### src/rtl/spi_shift_engine_if.sv
// Word handoff between the APB register block (master) and the SPI shift engine (slave).
interface spi_shift_engine_if #(
    parameter int DATA_WIDTH = 8
);
    logic [DATA_WIDTH-1:0] TX_DATA;
    logic                  TX_VALID;
    logic                  TX_READY;
    logic [DATA_WIDTH-1:0] RX_DATA;
    logic                  RX_VALID;

    modport master (
        output TX_DATA,
        output TX_VALID,
        input  TX_READY,
        input  RX_DATA,
        input  RX_VALID
    );

    modport slave (
        input  TX_DATA,
        input  TX_VALID,
        output TX_READY,
        output RX_DATA,
        output RX_VALID
    );
endinterface

### src/rtl/spi_shift_engine.sv
// SPI master data path: aligns a word transfer to the free-running SCK from the clock
// generator, drives SS_N/SCK_OUT/MOSI and captures MISO for every CPOL/CPHA mode.
module spi_shift_engine #(
    parameter int DATA_WIDTH = 8,
    parameter bit LSB_FIRST  = 1'b0
) (
    input  logic              PCLK,
    input  logic              PRESET,
    input  logic              SPE,
    input  logic              CPOL,
    input  logic              CPHA,
    input  logic              SCK_IN,
    spi_shift_engine_if.slave word_if,
    output logic              BUSY,
    output logic              SS_N,
    output logic              SCK_OUT,
    output logic              MOSI,
    input  logic              MISO
);

    localparam int                CNT_W     = $clog2(2 * DATA_WIDTH + 1);
    localparam logic [CNT_W-1:0]  LAST_EDGE = CNT_W'(2 * DATA_WIDTH - 1);

    typedef enum logic [1:0] {
        IDLE,
        SYNC,
        XFER,
        DONE
    } state_t;

    state_t                  state_q;
    state_t                  state_nxt;
    logic                    sck_q;
    logic                    sck_d;
    logic [CNT_W-1:0]        edge_cnt;
    logic [DATA_WIDTH-1:0]   tx_shift;
    logic [DATA_WIDTH-1:0]   rx_shift;
    logic [DATA_WIDTH-1:0]   rx_hold;
    logic                    ss_n_q;
    logic                    accept;
    logic                    lead_edge;
    logic                    trail_edge;
    logic                    any_edge;
    logic                    sample_edge;
    logic                    shift_edge;
    logic                    shift_ok;
    logic                    in_xfer;
    logic                    rx_fire;

    assign word_if.TX_READY = SPE && (state_q == IDLE);
    assign accept           = word_if.TX_VALID && word_if.TX_READY;

    assign lead_edge   = (sck_d == CPOL) && (sck_q != CPOL);
    assign trail_edge  = (sck_d != CPOL) && (sck_q == CPOL);
    assign any_edge    = lead_edge || trail_edge;
    assign sample_edge = CPHA ? trail_edge : lead_edge;
    assign shift_edge  = CPHA ? lead_edge : trail_edge;
    assign in_xfer     = SPE && (state_q == XFER);
    assign rx_fire     = SPE && (state_q == DONE);

    // Bit 0 is already on MOSI at the first CPHA=1 leading edge; with CPHA=0 the
    // final trailing edge has no next bit, so MOSI keeps the last bit.
    assign shift_ok = shift_edge
                      && !(CPHA && (edge_cnt == '0))
                      && !(!CPHA && (edge_cnt == LAST_EDGE));

    assign BUSY             = (state_q != IDLE);
    assign SS_N             = ss_n_q;
    assign SCK_OUT          = (state_q == XFER) ? sck_q : CPOL;
    assign MOSI             = LSB_FIRST ? tx_shift[0] : tx_shift[DATA_WIDTH-1];
    assign word_if.RX_VALID = rx_fire;
    assign word_if.RX_DATA  = rx_fire ? rx_shift : rx_hold;

    always_ff @(posedge PCLK) begin
        if (PRESET) begin
            state_q <= IDLE;
        end else begin
            state_q <= state_nxt;
        end
    end

    always_comb begin
        state_nxt = state_q;
        unique case (state_q)
            IDLE: if (accept) state_nxt = SYNC;
            SYNC: if (sck_q == CPOL) state_nxt = XFER;
            XFER: if (any_edge && (edge_cnt == LAST_EDGE)) state_nxt = DONE;
            DONE: state_nxt = IDLE;
            default: state_nxt = IDLE;
        endcase
        if (!SPE) begin
            state_nxt = IDLE;
        end
    end

    always_ff @(posedge PCLK) begin
        if (PRESET) begin
            sck_q    <= CPOL;
            sck_d    <= CPOL;
            edge_cnt <= '0;
            tx_shift <= '0;
            rx_shift <= '0;
            rx_hold  <= '0;
            ss_n_q   <= 1'b1;
        end else begin
            sck_q <= SCK_IN;
            sck_d <= sck_q;

            if (accept) begin
                tx_shift <= word_if.TX_DATA;
                ss_n_q   <= 1'b0;
            end

            if (state_q == SYNC) begin
                edge_cnt <= '0;
            end else if (in_xfer && any_edge) begin
                edge_cnt <= edge_cnt + CNT_W'(1);
            end

            if (in_xfer && sample_edge) begin
                if (LSB_FIRST) begin
                    rx_shift <= {MISO, rx_shift[DATA_WIDTH-1:1]};
                end else begin
                    rx_shift <= {rx_shift[DATA_WIDTH-2:0], MISO};
                end
            end

            if (in_xfer && shift_ok) begin
                if (LSB_FIRST) begin
                    tx_shift <= {1'b0, tx_shift[DATA_WIDTH-1:1]};
                end else begin
                    tx_shift <= {tx_shift[DATA_WIDTH-2:0], 1'b0};
                end
            end

            if (rx_fire) begin
                rx_hold <= rx_shift;
            end

            if ((state_q == DONE) || (!SPE && (state_q != IDLE))) begin
                ss_n_q <= 1'b1;
            end
        end
    end

endmodule

### src/flat_wrapper.sv
// flat-port wrapper written by rule: the top's interface ports become plain ports
module spi_shift_engine_flat 
#(
    parameter int DATA_WIDTH = 8,
    parameter bit LSB_FIRST  = 1'b0
)
  (PCLK, PRESET, SPE, CPOL, CPHA, SCK_IN, BUSY, SS_N, SCK_OUT, MOSI, MISO, word_if_TX_DATA, word_if_TX_VALID, word_if_TX_READY, word_if_RX_DATA, word_if_RX_VALID);
  spi_shift_engine_if #(.DATA_WIDTH(DATA_WIDTH)) word_if_i ();
  input  logic PCLK;
  input  logic PRESET;
  input  logic SPE;
  input  logic CPOL;
  input  logic CPHA;
  input  logic SCK_IN;
  output logic BUSY;
  output logic SS_N;
  output logic SCK_OUT;
  output logic MOSI;
  input  logic MISO;
  input wire logic [$bits(word_if_i.TX_DATA)-1:0] word_if_TX_DATA;
  input wire logic [$bits(word_if_i.TX_VALID)-1:0] word_if_TX_VALID;
  output wire logic [$bits(word_if_i.TX_READY)-1:0] word_if_TX_READY;
  output wire logic [$bits(word_if_i.RX_DATA)-1:0] word_if_RX_DATA;
  output wire logic [$bits(word_if_i.RX_VALID)-1:0] word_if_RX_VALID;
  assign word_if_i.TX_DATA = word_if_TX_DATA;
  assign word_if_i.TX_VALID = word_if_TX_VALID;
  assign word_if_TX_READY = word_if_i.TX_READY;
  assign word_if_RX_DATA = word_if_i.RX_DATA;
  assign word_if_RX_VALID = word_if_i.RX_VALID;
  spi_shift_engine #(.DATA_WIDTH(DATA_WIDTH), .LSB_FIRST(LSB_FIRST)) u_core (.PCLK(PCLK), .PRESET(PRESET), .SPE(SPE), .CPOL(CPOL), .CPHA(CPHA), .SCK_IN(SCK_IN), .word_if(word_if_i), .BUSY(BUSY), .SS_N(SS_N), .SCK_OUT(SCK_OUT), .MOSI(MOSI), .MISO(MISO));
endmodule
### config.mk
export PLATFORM = sky130hd
export DESIGN_NAME = spi_shift_engine_flat
export DESIGN_NICKNAME = d
export VERILOG_FILES = /design/src/rtl/spi_shift_engine_if.sv /design/src/rtl/spi_shift_engine.sv /design/src/flat_wrapper.sv
export SDC_FILE = /design/constraint.sdc
export NUM_CORES = 1
export LEC_CHECK = 0
export CORE_MARGIN = 10
export CORE_UTILIZATION = 40
export CTS_BUF_LIST = sky130_fd_sc_hd__clkbuf_8
export CTS_CLUSTER_DIAMETER = 100
export DETAILED_ROUTE_END_ITERATION = 16
export HOLD_SLACK_MARGIN = 0.02
export PLACE_DENSITY_LB_ADDON = 0.3
export SKIP_LAST_GASP = 1
export SYNTH_ARGS = -nofsm -noshare
export SYNTH_HDL_FRONTEND = slang
export SYNTH_SLANG_ARGS = --single-unit
### constraint.sdc
create_clock -name PCLK -period 4.55 [get_ports PCLK]
set_input_delay 0.91 -clock PCLK [delete_from_list [all_inputs] [get_ports PCLK]]
set_output_delay 0.91 -clock PCLK [all_outputs]
set_load 0.03 [all_outputs]
### Word-level counts from Yosys, hierarchy flattened

Cells that the tools add are included.

* output and inout bits: 14
* flip-flop bits (word level): 34
* logic and storage cells: 64

* $add $sub $neg: 1
* mux-type cells: 12
* bitwise logic cells: 1
* reduce and logical (&&, ||, !) cells: 30
* eq/ne operators: 11

Operator list (count)
* $mux W8: 3
* $logic_and A1 B1 Y1: 15
* $pmux W2 S4: 1
* $reduce_or A2 Y1: 4
* $mux W2: 3
* $add A5 B1 Y5 const B: 1
* $eq A5 B4 Y1 const B: 1
* $logic_not A5 Y1: 1
* $mux W1: 5
* $eq A2 B2 Y1 const B: 2
* $logic_not A1 Y1: 4
* $ne A2 B1 Y1 const B: 2
* $reduce_bool A2 Y1: 2
* $reduce_and A3 Y1: 1
* $eq A1 B1 Y1: 2
* $eq A2 B1 Y1 const B: 1
* $logic_not A2 Y1: 1
* $logic_or A1 B1 Y1: 2
* $ne A1 B1 Y1: 2
* $ne A2 B2 Y1 const B: 1
* $not A1 Y1: 1

### Logic depth before layout (Yosys ltp)

* word-level depth: 7
* mapped depth: 8
* depth with buffers taken out: 7

### Worst setup path after synthesis

No wires, ideal clock.

* kind: in2out
* start: input SPE
* end: output word_if_RX_DATA[0]
* arrival time: 1577 ps
* cell stages on the path: 2
* path buffers: 0
* required time: 3640 ps
* slack: 2063 ps
* path through: nand2_1 > mux2_2

* longest elaborated chain between the ends: 2

RTL lines
* start, declared: line flat_wrapper.sv:11 `input logic SPE;`
* $logic_and A1 B1 Y1: line spi_shift_engine.sv:59 `assign rx_fire = SPE && (state_q == DONE);`
* $mux W8
* end, declared: line flat_wrapper.sv:23 `output wire logic [$bits(word_if_i.RX_DATA)-1:0] word_if_RX_DATA;`

Every way passes these cells.

### Worst setup path in the final report

* start: input SPE
* end: output word_if_RX_DATA[5]

The elaborated chain is that of the path after synthesis.

==> results.toml <==
[worst_setup_path]
crit_path_end_kind = "output port"
critPathArrivalTime_ns = 2.78
critPathKind = "primary input to output port"
crit_path_start_kind = "primary input"
path_max_fanout = 9
required_ns = 3.64
worst-r2r-setup-slack_ns = 2.35

[status]
status = "complete, no violations"

[floorplan]
coreArea_sq_um = 3740
num_rows = 22
ioPinCount = 30
dieWidth_um = 83.0
start_util = 0.424
die_h_um = 83.0
die_area_sq_um = 6890

[cts]
cts_root_buf = "clkbuf_8"
clock_latency_ns = 0.28
cts_tree = "built"
cts_hold_buf = 0
post-cts-setup-buffers = 0
clkTransAtPathRegs_ns = 0.06
cts_inserted_buffers = 5
cts_sinks = 34
clockBufferDepth = 2
cts_htree_levels = 2
cts_resized = 0

[sta]
fin_ws_ns = 0.858
hold_violations = 0
final_max_slew_viol_count = 0
worst_pin_slew_ns = 1.12
finalCriticalPeriod_ns = 3.69
finalClockSkew_ns = 0.00272
rsz0062_at_grt = "false"
setup_viol = 0
holdWs_ns = 0.501
tns_ns = 0
fin_crit_sh = 0.811
max_freq_mhz = 271
max_slew_margin = 0.248

[synth]
syn-instance-count = 161
ys_types = 29
synth_area_leaders = "dfxtp_1 (43%), mux2i_1 (12%), ha_1 (7.9%)"
netlist.area_leader.share = 0.429
synth_nets = 187
syn_area_per_cell_sq_um = 9.86
yosysSeqAreaShare = 0.429
ys_warn_count = 0
netlist_area_sq_um = 1590
ys_seq_elements = 34
synth_top_area_cell = "dfxtp_1"

[place]
dp_hpwl_um = 2440
place.port_buffers = 29
dp.cells = 231
gp_congestion = 0.742
dp_slack_ns = 0.838

[global_route]
overflow = 0
busiest_layer = "met2"
antenna_found_initial = 0
use_met2 = 0.145
grt_pass1_vias = 1175
grt_use_met3 = 0.0439
grt_first_pass_wirelength_um = 5400
grt_usage = 0.0919
use_met1 = 0.103
grt_max_degree = 35

[power]
sequentialPowerShare = 0.474
p_comb_frac = 0.098
power_density_nw_per_um2 = 323
power_uw = 650
p_switching_uw = 139
power.internal_uw = 512
p_leak_uw = 0.000836
max-vdd-ir-drop_uv = 176
p_sw_frac = 0.213
p_clk_frac = 0.428

[detailed_routing]
dr.pass1.iters = 4
drt-wirelength-per-cell_um = 13.6
route.detailed.drc = 0
vias = 1192
ant_nets = 0
first_iter_violations = 26
avgViaCountPerCell = 5.01
wl_um = 3230

[finish]
area_growth_pct = 27.0
diodes = 0
instances_no_fill = 238
final_cell_mix = "dfxtp_1 (34), clkdlybuf4s50_1 (29), mux2i_1 (19)"
final_nets = 216
layout_commonest_cell = "dfxtp_1"
drive_gt1_frac = 0.0895

[flow_run]
maxCapViolCount = 0

[hold_path]
hold_class = "register to register"
==> final timing paths <==
| check | start | to | cells after the start |
|---|---|---|---|
| worst max-delay path | SPE | word_if_RX_DATA[5] | 4 |
| worst min-delay path | u_core.SS_N | u_core.SS_N | 2 |
| worst max register to register | u_core.edge_cnt[0] | u_core.tx_shift[6] | 6 |
| worst min register to register | u_core.SS_N | u_core.SS_N | 2 |
==> power groups by stage <==
stage / sequential (uW) / combinational [uW] / clock (uW)
global placement: 314 / 61.9 / 0
finish: 308 / 63.8 / 278
floorplan: 316 / 34.8 / 0
detailed placement: 315 / 64.1 / 0
global route: 309 / 70.5 / 296
CTS: 308 / 64.7 / 285
==> worst max-delay path, stage by stage <==
cell	delay, ns
clkdlybuf4s50_1	0.59
nand2_1	0.29
mux2_2	0.32
clkdlybuf4s50_1	0.67
==> kinds of logic (layout without fill, tap and decap cells) <==
kind of cell,count (synthesis),after routing,share of synthesized area
and+or+nand+nor,45,45,0.140
DFF,34,34,0.429
muxes,28,28,0.184
AOI/OAI and AO/OA,21,21,0.0930
buffers and inverters,18,47,0.0481
adders and majority gates,10,10,0.0788
xor gates and xnor gates,5,5,0.0276
==> metal layers <==
metal,vias to the layer above,part of all wire
met3,2,0.068
met1,548,0.46
li1,614,-
met4,0,0.0059
met5,-,0
met2,28,0.46
==> Yosys cell counts <==
library cell  count
o21ai_0           3
clkbuf_2          1
buf_6             1
and3_1            1
dfxtp_1          34
xor2_1            3
nor2_1           15
nor2b_1           8
and3b_1           1
nand2_1           9
a311o_1           1
mux2i_1          19
ha_1             10
mux2_2            9
and2_0            1
nor3_1            5
nor2_2            1
clkbuf_1          5
nand4_1           1
or2b_1            1
or4b_1            1
a222oi_1          1
a2111oi_0         1
inv_1            11
a21oi_1           7
a311oi_1          7
xnor2_1           2
a211oi_1          1
nand2b_1          1
==> cell type report <==
class                           count  area, sq um
Multi-Input combinational cell    109          831
Clock buffer                        6         82.6
Timing Repair Buffer               29          290
Clock inverter                      1         30.0
Fill cell                         334         1730
Tap cell                           48         60.1
Sequential cell                    34          681
Inverter                           11         41.3
==> stage by stage <==
stage	cell area [sq um]	utilization
2_1_floorplan	1590	-
3_3_place_gp	1900	0.508
3_5_place_dp	1900	0.508
4_1_cts	2020	0.538
5_1_grt	2020	0.538
6_report	2020	0.538
==> registers in the layout, summed over array words and instances (netlist names) <==
name	count
u_core.rx_shift	8
u_core.rx_hold	8
u_core.sck_q	1
u_core.SS_N	1
u_core.sck_d	1
u_core.tx_shift	8
u_core.edge_cnt	5
u_core.state_q	2
Note: power is estimated with default switching activity, not from simulation.
